$ cat src/rtl/fb_port_arbiter_if.sv
// Bus bundle between the framebuffer port arbiter and its neighbours.
// Carries the display read channel, the game-logic write channel and the block-memory port.
// slave: arbiter side; master: environment side (address generator, writer, memory).
interface fb_port_arbiter_if #(
    parameter int ADDR_W     = 17,
    parameter int DATA_W     = 12,
    parameter int FIFO_DEPTH = 4
);
    localparam int LVL_W = $clog2(FIFO_DEPTH) + 1;

    // display read channel
    logic              disp_req;
    logic [ADDR_W-1:0] disp_addr;
    logic [DATA_W-1:0] disp_pixel;
    logic              disp_pixel_valid;

    // game-logic write channel
    logic              wr_valid;
    logic [ADDR_W-1:0] wr_addr;
    logic [DATA_W-1:0] wr_data;
    logic              wr_ready;
    logic [LVL_W-1:0]  wr_level;

    // block-memory port
    logic              mem_en;
    logic              mem_we;
    logic [ADDR_W-1:0] mem_addr;
    logic [DATA_W-1:0] mem_din;
    logic [DATA_W-1:0] mem_dout;

    modport slave (
        input  disp_req, disp_addr, wr_valid, wr_addr, wr_data, mem_dout,
        output disp_pixel, disp_pixel_valid, wr_ready, wr_level,
               mem_en, mem_we, mem_addr, mem_din
    );

    modport master (
        output disp_req, disp_addr, wr_valid, wr_addr, wr_data, mem_dout,
        input  disp_pixel, disp_pixel_valid, wr_ready, wr_level,
               mem_en, mem_we, mem_addr, mem_din
    );
endinterface

$ cat src/rtl/fb_port_arbiter.sv
// Shares the single framebuffer memory port: display reads always win, writes are buffered and drained on idle cycles.
// Latency: mem_* one cycle after the decision; display pixel returned 2+MEM_LAT cycles after the request.
// Backpressure: wr_ready drops when the write buffer is full; continuous display reads stall the writer.
//
// Ports: clk, rst (synchronous, active-high), bus (fb_port_arbiter_if.slave):
//   disp_req/disp_addr -> disp_pixel/disp_pixel_valid, wr_valid/wr_addr/wr_data -> wr_ready/wr_level,
//   mem_en/mem_we/mem_addr/mem_din -> memory, mem_dout <- memory.
module fb_port_arbiter #(
    parameter int ADDR_W     = 17,
    parameter int DATA_W     = 12,
    parameter int FIFO_DEPTH = 4,
    parameter int MEM_LAT    = 1
) (
    input  logic                clk,
    input  logic                rst,
    fb_port_arbiter_if.slave    bus
);
    localparam int PTR_W = $clog2(FIFO_DEPTH);
    localparam int LVL_W = PTR_W + 1;
    localparam logic [LVL_W-1:0] FULL_LVL = LVL_W'(FIFO_DEPTH);

    // memory port registers
    logic              mem_en_q,   mem_en_d;
    logic              mem_we_q,   mem_we_d;
    logic [ADDR_W-1:0] mem_addr_q, mem_addr_d;
    logic [DATA_W-1:0] mem_din_q,  mem_din_d;

    // read-return pipeline: bit 0 lines up with the cycle mem_en is presented for a read
    logic [MEM_LAT:0]  rd_vld_q,   rd_vld_d;
    logic [DATA_W-1:0] pix_q,      pix_d;
    logic              pix_vld_q,  pix_vld_d;

    // write buffer
    logic [ADDR_W-1:0] fifo_addr_q [FIFO_DEPTH];
    logic [ADDR_W-1:0] fifo_addr_d [FIFO_DEPTH];
    logic [DATA_W-1:0] fifo_data_q [FIFO_DEPTH];
    logic [DATA_W-1:0] fifo_data_d [FIFO_DEPTH];
    logic [PTR_W-1:0]  wr_ptr_q,   wr_ptr_d;
    logic [PTR_W-1:0]  rd_ptr_q,   rd_ptr_d;
    logic [LVL_W-1:0]  level_q,    level_d;

    logic push;
    logic pop;

    always_comb begin
        mem_en_d    = mem_en_q;
        mem_we_d    = mem_we_q;
        mem_addr_d  = mem_addr_q;
        mem_din_d   = mem_din_q;
        fifo_addr_d = fifo_addr_q;
        fifo_data_d = fifo_data_q;
        wr_ptr_d    = wr_ptr_q;
        rd_ptr_d    = rd_ptr_q;
        level_d     = level_q;

        // full/empty come from the registered count, so a pop never frees a slot
        // in the same cycle and a fresh push is never popped in its own cycle
        push = bus.wr_valid && (level_q != FULL_LVL);
        pop  = !bus.disp_req && (level_q != '0);

        if (bus.disp_req) begin
            mem_en_d   = 1'b1;
            mem_we_d   = 1'b0;
            mem_addr_d = bus.disp_addr;
        end else if (pop) begin
            mem_en_d   = 1'b1;
            mem_we_d   = 1'b1;
            mem_addr_d = fifo_addr_q[rd_ptr_q];
            mem_din_d  = fifo_data_q[rd_ptr_q];
            rd_ptr_d   = rd_ptr_q + PTR_W'(1);
        end else begin
            // idle: address/data hold to avoid needless toggling on the memory bus
            mem_en_d   = 1'b0;
            mem_we_d   = 1'b0;
        end

        if (push) begin
            fifo_addr_d[wr_ptr_q] = bus.wr_addr;
            fifo_data_d[wr_ptr_q] = bus.wr_data;
            wr_ptr_d              = wr_ptr_q + PTR_W'(1);
        end

        case ({push, pop})
            2'b10:   level_d = level_q + LVL_W'(1);
            2'b01:   level_d = level_q - LVL_W'(1);
            default: level_d = level_q;
        endcase

        rd_vld_d  = {rd_vld_q[MEM_LAT-1:0], bus.disp_req};
        pix_vld_d = rd_vld_q[MEM_LAT];
        pix_d     = rd_vld_q[MEM_LAT] ? bus.mem_dout : '0;
    end

    always_ff @(posedge clk) begin
        if (rst) begin
            mem_en_q    <= 1'b0;
            mem_we_q    <= 1'b0;
            mem_addr_q  <= '0;
            mem_din_q   <= '0;
            rd_vld_q    <= '0;
            pix_q       <= '0;
            pix_vld_q   <= 1'b0;
            fifo_addr_q <= '{default: '0};
            fifo_data_q <= '{default: '0};
            wr_ptr_q    <= '0;
            rd_ptr_q    <= '0;
            level_q     <= '0;
        end else begin
            mem_en_q    <= mem_en_d;
            mem_we_q    <= mem_we_d;
            mem_addr_q  <= mem_addr_d;
            mem_din_q   <= mem_din_d;
            rd_vld_q    <= rd_vld_d;
            pix_q       <= pix_d;
            pix_vld_q   <= pix_vld_d;
            fifo_addr_q <= fifo_addr_d;
            fifo_data_q <= fifo_data_d;
            wr_ptr_q    <= wr_ptr_d;
            rd_ptr_q    <= rd_ptr_d;
            level_q     <= level_d;
        end
    end

    assign bus.mem_en           = mem_en_q;
    assign bus.mem_we           = mem_we_q;
    assign bus.mem_addr         = mem_addr_q;
    assign bus.mem_din          = mem_din_q;
    assign bus.disp_pixel       = pix_q;
    assign bus.disp_pixel_valid = pix_vld_q;
    assign bus.wr_level         = level_q;
    assign bus.wr_ready         = (level_q != FULL_LVL);
endmodule

$ cat src/flat_wrapper.sv
// flat-port wrapper written by rule: the top's interface ports become plain ports
module fb_port_arbiter_flat 
#(
    parameter int ADDR_W     = 17,
    parameter int DATA_W     = 12,
    parameter int FIFO_DEPTH = 4,
    parameter int MEM_LAT    = 1
)
  (clk, rst, bus_disp_req, bus_disp_addr, bus_wr_valid, bus_wr_addr, bus_wr_data, bus_mem_dout, bus_disp_pixel, bus_disp_pixel_valid, bus_wr_ready, bus_wr_level, bus_mem_en, bus_mem_we, bus_mem_addr, bus_mem_din);
  fb_port_arbiter_if #(.ADDR_W(ADDR_W), .DATA_W(DATA_W), .FIFO_DEPTH(FIFO_DEPTH)) bus_i ();
  input  logic clk;
  input  logic rst;
  input wire logic [$bits(bus_i.disp_req)-1:0] bus_disp_req;
  input wire logic [$bits(bus_i.disp_addr)-1:0] bus_disp_addr;
  input wire logic [$bits(bus_i.wr_valid)-1:0] bus_wr_valid;
  input wire logic [$bits(bus_i.wr_addr)-1:0] bus_wr_addr;
  input wire logic [$bits(bus_i.wr_data)-1:0] bus_wr_data;
  input wire logic [$bits(bus_i.mem_dout)-1:0] bus_mem_dout;
  output wire logic [$bits(bus_i.disp_pixel)-1:0] bus_disp_pixel;
  output wire logic [$bits(bus_i.disp_pixel_valid)-1:0] bus_disp_pixel_valid;
  output wire logic [$bits(bus_i.wr_ready)-1:0] bus_wr_ready;
  output wire logic [$bits(bus_i.wr_level)-1:0] bus_wr_level;
  output wire logic [$bits(bus_i.mem_en)-1:0] bus_mem_en;
  output wire logic [$bits(bus_i.mem_we)-1:0] bus_mem_we;
  output wire logic [$bits(bus_i.mem_addr)-1:0] bus_mem_addr;
  output wire logic [$bits(bus_i.mem_din)-1:0] bus_mem_din;
  assign bus_i.disp_req = bus_disp_req;
  assign bus_i.disp_addr = bus_disp_addr;
  assign bus_i.wr_valid = bus_wr_valid;
  assign bus_i.wr_addr = bus_wr_addr;
  assign bus_i.wr_data = bus_wr_data;
  assign bus_i.mem_dout = bus_mem_dout;
  assign bus_disp_pixel = bus_i.disp_pixel;
  assign bus_disp_pixel_valid = bus_i.disp_pixel_valid;
  assign bus_wr_ready = bus_i.wr_ready;
  assign bus_wr_level = bus_i.wr_level;
  assign bus_mem_en = bus_i.mem_en;
  assign bus_mem_we = bus_i.mem_we;
  assign bus_mem_addr = bus_i.mem_addr;
  assign bus_mem_din = bus_i.mem_din;
  fb_port_arbiter #(.ADDR_W(ADDR_W), .DATA_W(DATA_W), .FIFO_DEPTH(FIFO_DEPTH), .MEM_LAT(MEM_LAT)) u_core (.clk(clk), .rst(rst), .bus(bus_i));
endmodule
$ cat config.mk
export PLATFORM = sky130hd
export DESIGN_NAME = fb_port_arbiter_flat
export DESIGN_NICKNAME = d
export VERILOG_FILES = /design/src/rtl/fb_port_arbiter_if.sv /design/src/rtl/fb_port_arbiter.sv /design/src/flat_wrapper.sv
export SDC_FILE = /design/constraint.sdc
export NUM_CORES = 1
export LEC_CHECK = 0
export CORE_UTILIZATION = 25
export DETAILED_ROUTE_END_ITERATION = 12
export HOLD_SLACK_MARGIN = 0.12
export SETUP_SLACK_MARGIN = 0.3
export SYNTH_ARGS = -nofsm -noshare
export SYNTH_HDL_FRONTEND = slang
export SYNTH_SLANG_ARGS = --single-unit
$ cat constraint.sdc
create_clock -name clk -period 5.35 [get_ports clk]
set_clock_uncertainty 0.2 [all_clocks]
set_input_delay 0.8025 -clock clk [delete_from_list [all_inputs] [get_ports clk]]
set_output_delay 0.8025 -clock clk [all_outputs]
set_load 0.05 [all_outputs]
---- After elaboration in Yosys (flattened, before gate mapping) ----
Index checks and enable logic that the tools add are counted.
storage, ports and cells
  memories kept ........................... 0
  register bits ........................... 169
  bits in writable memories ............... 0
  bits in latches ......................... 0
  bits of input ports ..................... 62
  output and inout port bits .............. 48
  word-level logic and storage cells ...... 59
  bits in read-only memories .............. 0
cells by class
  equal/unequal tests ..................... 3
  shifts and indexed selects .............. 0
  $add $sub $neg .......................... 4
  $lt $le $gt $ge ......................... 3
  $mul .................................... 0
  reduce and logical (&&, ||, !) cells .... 10
  muxes and demuxes ....................... 17
  div/mod/pow operators ................... 0
  bitwise logic cells ..................... 4
operators with widths
  operator                                             number
  2-to-1 mux 17 bit                                    5
  bitwise mux 68 bit                                   1
  bitwise mux 48 bit                                   1
  2-to-1 mux 12 bit                                    3
  binary-select mux 17 bit (select 2 bit)              1
  demux 17 bit (select 2 bit)                          1
  binary-select mux 12 bit (select 2 bit)              1
  demux 12 bit (select 2 bit)                          1
  >= comparator 3 bit (second input constant)          2
  NOT 2 -> 3 bit                                       2
  case mux 3 bit (2 select lines)                      1
  adder 2 x 1 -> 2 bit (second input constant)         2
  nonzero test 2 bit                                   2
  OR reduction 2 bit                                   2
  adder 3 x 1 -> 3 bit (second input constant)         1
  logical AND 1 bit                                    3
  < comparator 3 x 1 -> 1 bit (second input constant)  1
  inequality test 3 bit (second input constant)        1
  nonzero test 3 bit                                   1
  subtractor 3 x 1 -> 3 bit (second input constant)    1
  == test 2 x 1 -> 1 bit (second input constant)       1
  == test 2 bit (second input constant)                1
  2-to-1 mux 1 bit                                     2
  NOT 1 bit                                            2
  2 further kinds                                      2

---- Depth between registers and ports, before layout ----
  depth after elaboration ................. 6
  mapped depth ............................ 9
  depth with buffers taken out ............ 8

---- Worst setup path before layout ----
No wires, ideal clock.
  path type ............................... register to register
  start ................................... register u_core.level_q[2] (netlist: u_core.bus.wr_level[2])
  end ..................................... register u_core.level_q[2] (netlist: u_core.bus.wr_level[2])
  setup time .............................. 0.070 ns
  setup slack ............................. 2.476 ns
  required time ........................... 5.080 ns
  period minus slack after synthesis ...... 2.874 ns
  stages on the path, launching flop included .. 10
  arrival time ............................ 2.603 ns
  cells stage by stage .................... dfxtp_1 -> or3b_1 -> buf_6 -> nand2_1 -> ha_1 -> inv_1 -> fa_1 -> xor2_1 -> or3_2 -> a21oi_1
between the ends
  longest elaborated chain between the ends .. 4
  elaborated cells between the ends (all ways) .. 10
  classes of those cells .................. 2 x add/sub; 3 x eq/ne; 1 x mux; 4 x reduce/logical
RTL lines
  element                                                                       RTL line                source
  start: declaration                                                            fb_port_arbiter.sv:40   logic [LVL_W-1:0] level_q, level_d;
  start signal: assignment                                                      fb_port_arbiter.sv:120  level_q <= level_d;
  inequality test 3 bit *                                                       -
  via bus_wr_ready                                                              flat_wrapper.sv:21      output wire logic [$bits(bus_i.wr_ready)-1:0] bus_wr_ready;
  logical AND 1 bit *                                                           fb_port_arbiter.sv:58   push = bus.wr_valid && (level_q != FULL_LVL);
  == test 2 x 1 -> 1 bit / == test 2 bit (equally long branches)                fb_port_arbiter.sv:83   case ({push, pop})
  case mux 3 bit (2 select lines) / nonzero test 2 bit (equally long branches)  -
The timed path passes the listed nets; every way through them passes the cells marked *.
A chain may end at the register's enable or synchronous reset.

---- Final worst setup path ----
  start ................................... register u_core.level_q[2] (netlist: u_core.bus.wr_level[2])
  end ..................................... output bus_wr_ready
between the ends
  longest elaborated chain between the ends .. 1
RTL lines
  element                RTL line                source
  inequality test 3 bit  fb_port_arbiter.sv:131  assign bus.wr_ready = (level_q != FULL_LVL);
  end: declaration       flat_wrapper.sv:21
No other way between the ends.

==> impl_results.md <==
- Outcome: complete, no violations
- CP Capture Type: primary output
- Commonest non-fill, non-tap cell in the layout: dfxtp_1
- Placed cell count: 1,105
- Fin Hold WS: 274 ps
- Post-DR vias/cell: 4.34
- PortBufs: 109
- Post_cts resized: 0
- Final Hold Viols: 0
- Layout Nets: 808
- Adder-cell share of the synthesized area: 0.0112
- Setup CP Type: reg -> out
- Fin crit share: 0.605
- R2R setup slack: 2580 ps
- Synthesized area: 7380 µm²
- Async set-or-reset flop fraction in the synthesized netlist: 0
- RSZ-0062 raised after global routing: false
- Post-synth cell types: 37
- Design area: 9270 µm²
- CTS H-Tree Depth: 4
- Drt first-iter violations: 301
- Synth top area share: 0.459
- Clock Sinks: 169
- Drt wl/cell: 15.2 µm
- Crit start category: flip-flop
- Commonest non-fill, non-tap cells in the layout: 168 x dfxtp_1, 145 x nand2b_1, 116 x mux2i_1
- Syn nets: 726
- Ys Warns: 0
- Count of final setup violators: 0
- Register area share after synthesis: 0.459
- Postcts setup bufs: 0
- Worst EP arrival: 2230 ps
- Chip height: 174 µm
- Least-Margin Pin Slew: 1150 ps
- Largest net degree at the start of global routing: 107
- Post-synthesis xor/xnor area fraction: 0.00237
- Worst path required time: 4350 ps
- CTS Buf Count: 17
- Maxcap violations: 0
- Area Growth Syn to Fin: 25.6%
- Die X: 174 µm
- Fraction of power spent switching nets: 0.322
- Share of cells above drive strength 1: 0.129
- Cell leakage power: 0.00372 µW
- Max FO, Critical Path: 11
- Antenna-violating nets left: 0
- CTS tree: yes
- Core Box Area: 28,900 µm²
- Clk slew on worst S/H paths: 60 ps
- Predominant post-synthesis flop cell: dfxtp_1
- Final core occ: 0.321
- Initial antenna violation count: 0
- Total gr overflow: 0
- Die area: 30,200 µm²
- HPWL Detailed: 11.0 mm
- CTS Buffer Depth: 2
- First-pass GRT wire length: 28.2 mm
- Post-synth top area cell: dfxtp_1
- Root Driver: clkbuf_16
- Multiplexer share of the synthesized area: 0.246
- Max-slew violations: 0
- Clock Power Share: 0.347
- Power per standard cell area: 404 nW/µm²
- Number of global-route vias before repair: 5,098
- Rows: 62
- # DRC: 0
- Compound-Gate Fraction of Synth Area: 0.0651
- Fillers: 2,936
- Setup TNS: 0 ps
- DP Area: 8640 µm²
- Sw power: 1210 µW
- Post-synth EDFFs: 0
- Relative slew slack: 0.229
- Cells after synthesis: 658
- # IOs: 110
- GPL Wtd Cong: 0.704
- Final WL: 17.3 mm
- Non-filler cells, final: 1,137
- Post-CTS Hold Fix Bufs: 0
- Worst-case vdd ir drop: 0.252 mV
- Diode count: 0
- Total Routing Usage GR: 0.119
- Internal power: 2540 µW
- Max frequency: 309 MHz
- Synth Register Bits: 169
- Mean Syn Cell Area: 11.2 µm²
- Synth top area cells: dfxtp_1 46%, mux2i_1 16%, nand2b_1 12%
- Simple logic cell fraction of the synthesized area: 0.163
- First-pass iteration count of the detailed router: 6
- Initial Util: 0.256
- Comb power frac: 0.254
- Main combinational cell family by area after synthesis: multiplexers
- Min-delay worst type: reg -> reg
- Worst skew pair latency: 420 ps
- Vias: 4,933
- Sequential share of power: 0.399
- Final min period: 3240 ps
[power groups by stage]
stage | clock network, µW | registers, µW | logic, µW
5_1_grt | 1400 | 1520 | 1020
6_report | 1300 | 1500 | 950
3_5_place_dp | 0 | 1530 | 958
2_1_floorplan | 0 | 1680 | 520
3_3_place_gp | 0 | 1520 | 952
4_1_cts | 1340 | 1500 | 962
[path summary, 6_finish.rpt]
check / from / to / cells after the start
worst max-delay path: u_core.bus.wr_level[2]$_SDFFE_PP0P_ / bus_wr_ready / 2
worst min register to register: u_core.fifo_data_q[18]$_SDFFE_PP0P_ / u_core.fifo_data_q[18]$_SDFFE_PP0P_ / 2
worst min-delay path: u_core.fifo_data_q[18]$_SDFFE_PP0P_ / u_core.fifo_data_q[18]$_SDFFE_PP0P_ / 2
worst max register to register: u_core.bus.wr_level[2]$_SDFFE_PP0P_ / u_core.bus.wr_level[2]$_SDFFE_PP0P_ / 8
[layout make-up]
type,instances,area [µm²],area share
Multi-Input combinational cell,428,3600,0.389
Sequential cell,169,3380,0.365
Timing Repair Buffer,117,1150,0.124
Tap cell,384,480,0.0518
Clock buffer,19,443,0.0478
Clock inverter,13,180,0.0194
Inverter,7,26.3,0.00284
[routing by layer]
metal,GRT usage,part of all wire
met5,0,0
met4,0.0322,0.0070
met3,0.0336,0.047
met2,0.189,0.45
met1,0.158,0.49
[Yosys cell counts, types with 11 or more instances]
| cell type | count |
|---|---|
| nor2_1 | 23 |
| clkbuf_1 | 28 |
| mux2_2 | 34 |
| mux4_2 | 12 |
| nand2b_1 | 145 |
| mux2i_1 | 116 |
| a22o_1 | 12 |
| buf_2 | 11 |
| dfxtp_1 | 169 |
| a222oi_1 | 17 |
| and2_1 | 12 |
| a211oi_1 | 17 |
[worst max-delay path, stage by stage, from the launching register on]
cell and delay [ps]:
dfxtp_1 440, or3b_1 570, clkdlybuf4s50_1 800
[metrics by stage]
step,power (µW),setup slack [ps]
after floorplan,2200,2480
after global placement,2480,2060
after detailed placement,2480,1960
after CTS,3800,2080
after global routing,3940,1990
final,3750,2110
[sequential cells by signal (all words and copies together), names as in the netlist]
name,flops
u_core.rd_vld_q,2
u_core.fifo_data_q,48
u_core.bus.mem_en,1
u_core.bus.disp_pixel,12
u_core.fifo_addr_q,68
u_core.wr_ptr_q,2
u_core.bus.mem_din,12
u_core.bus.wr_level,3
u_core.bus.mem_we,1
u_core.bus.disp_pixel_valid,1
u_core.rd_ptr_q,2
u_core.bus.mem_addr,17
[cell families after synthesis]
logic type	after synthesis
AO/OA/AOI/OAI	59
XOR/XNOR	2
adder cells (fa/ha/maj)	6
buffers and inverters	61
flip-flops	169
multiplexers	162
AND/OR/NAND/NOR	199
No activity file was read; power rests on OpenSTA's default activity.
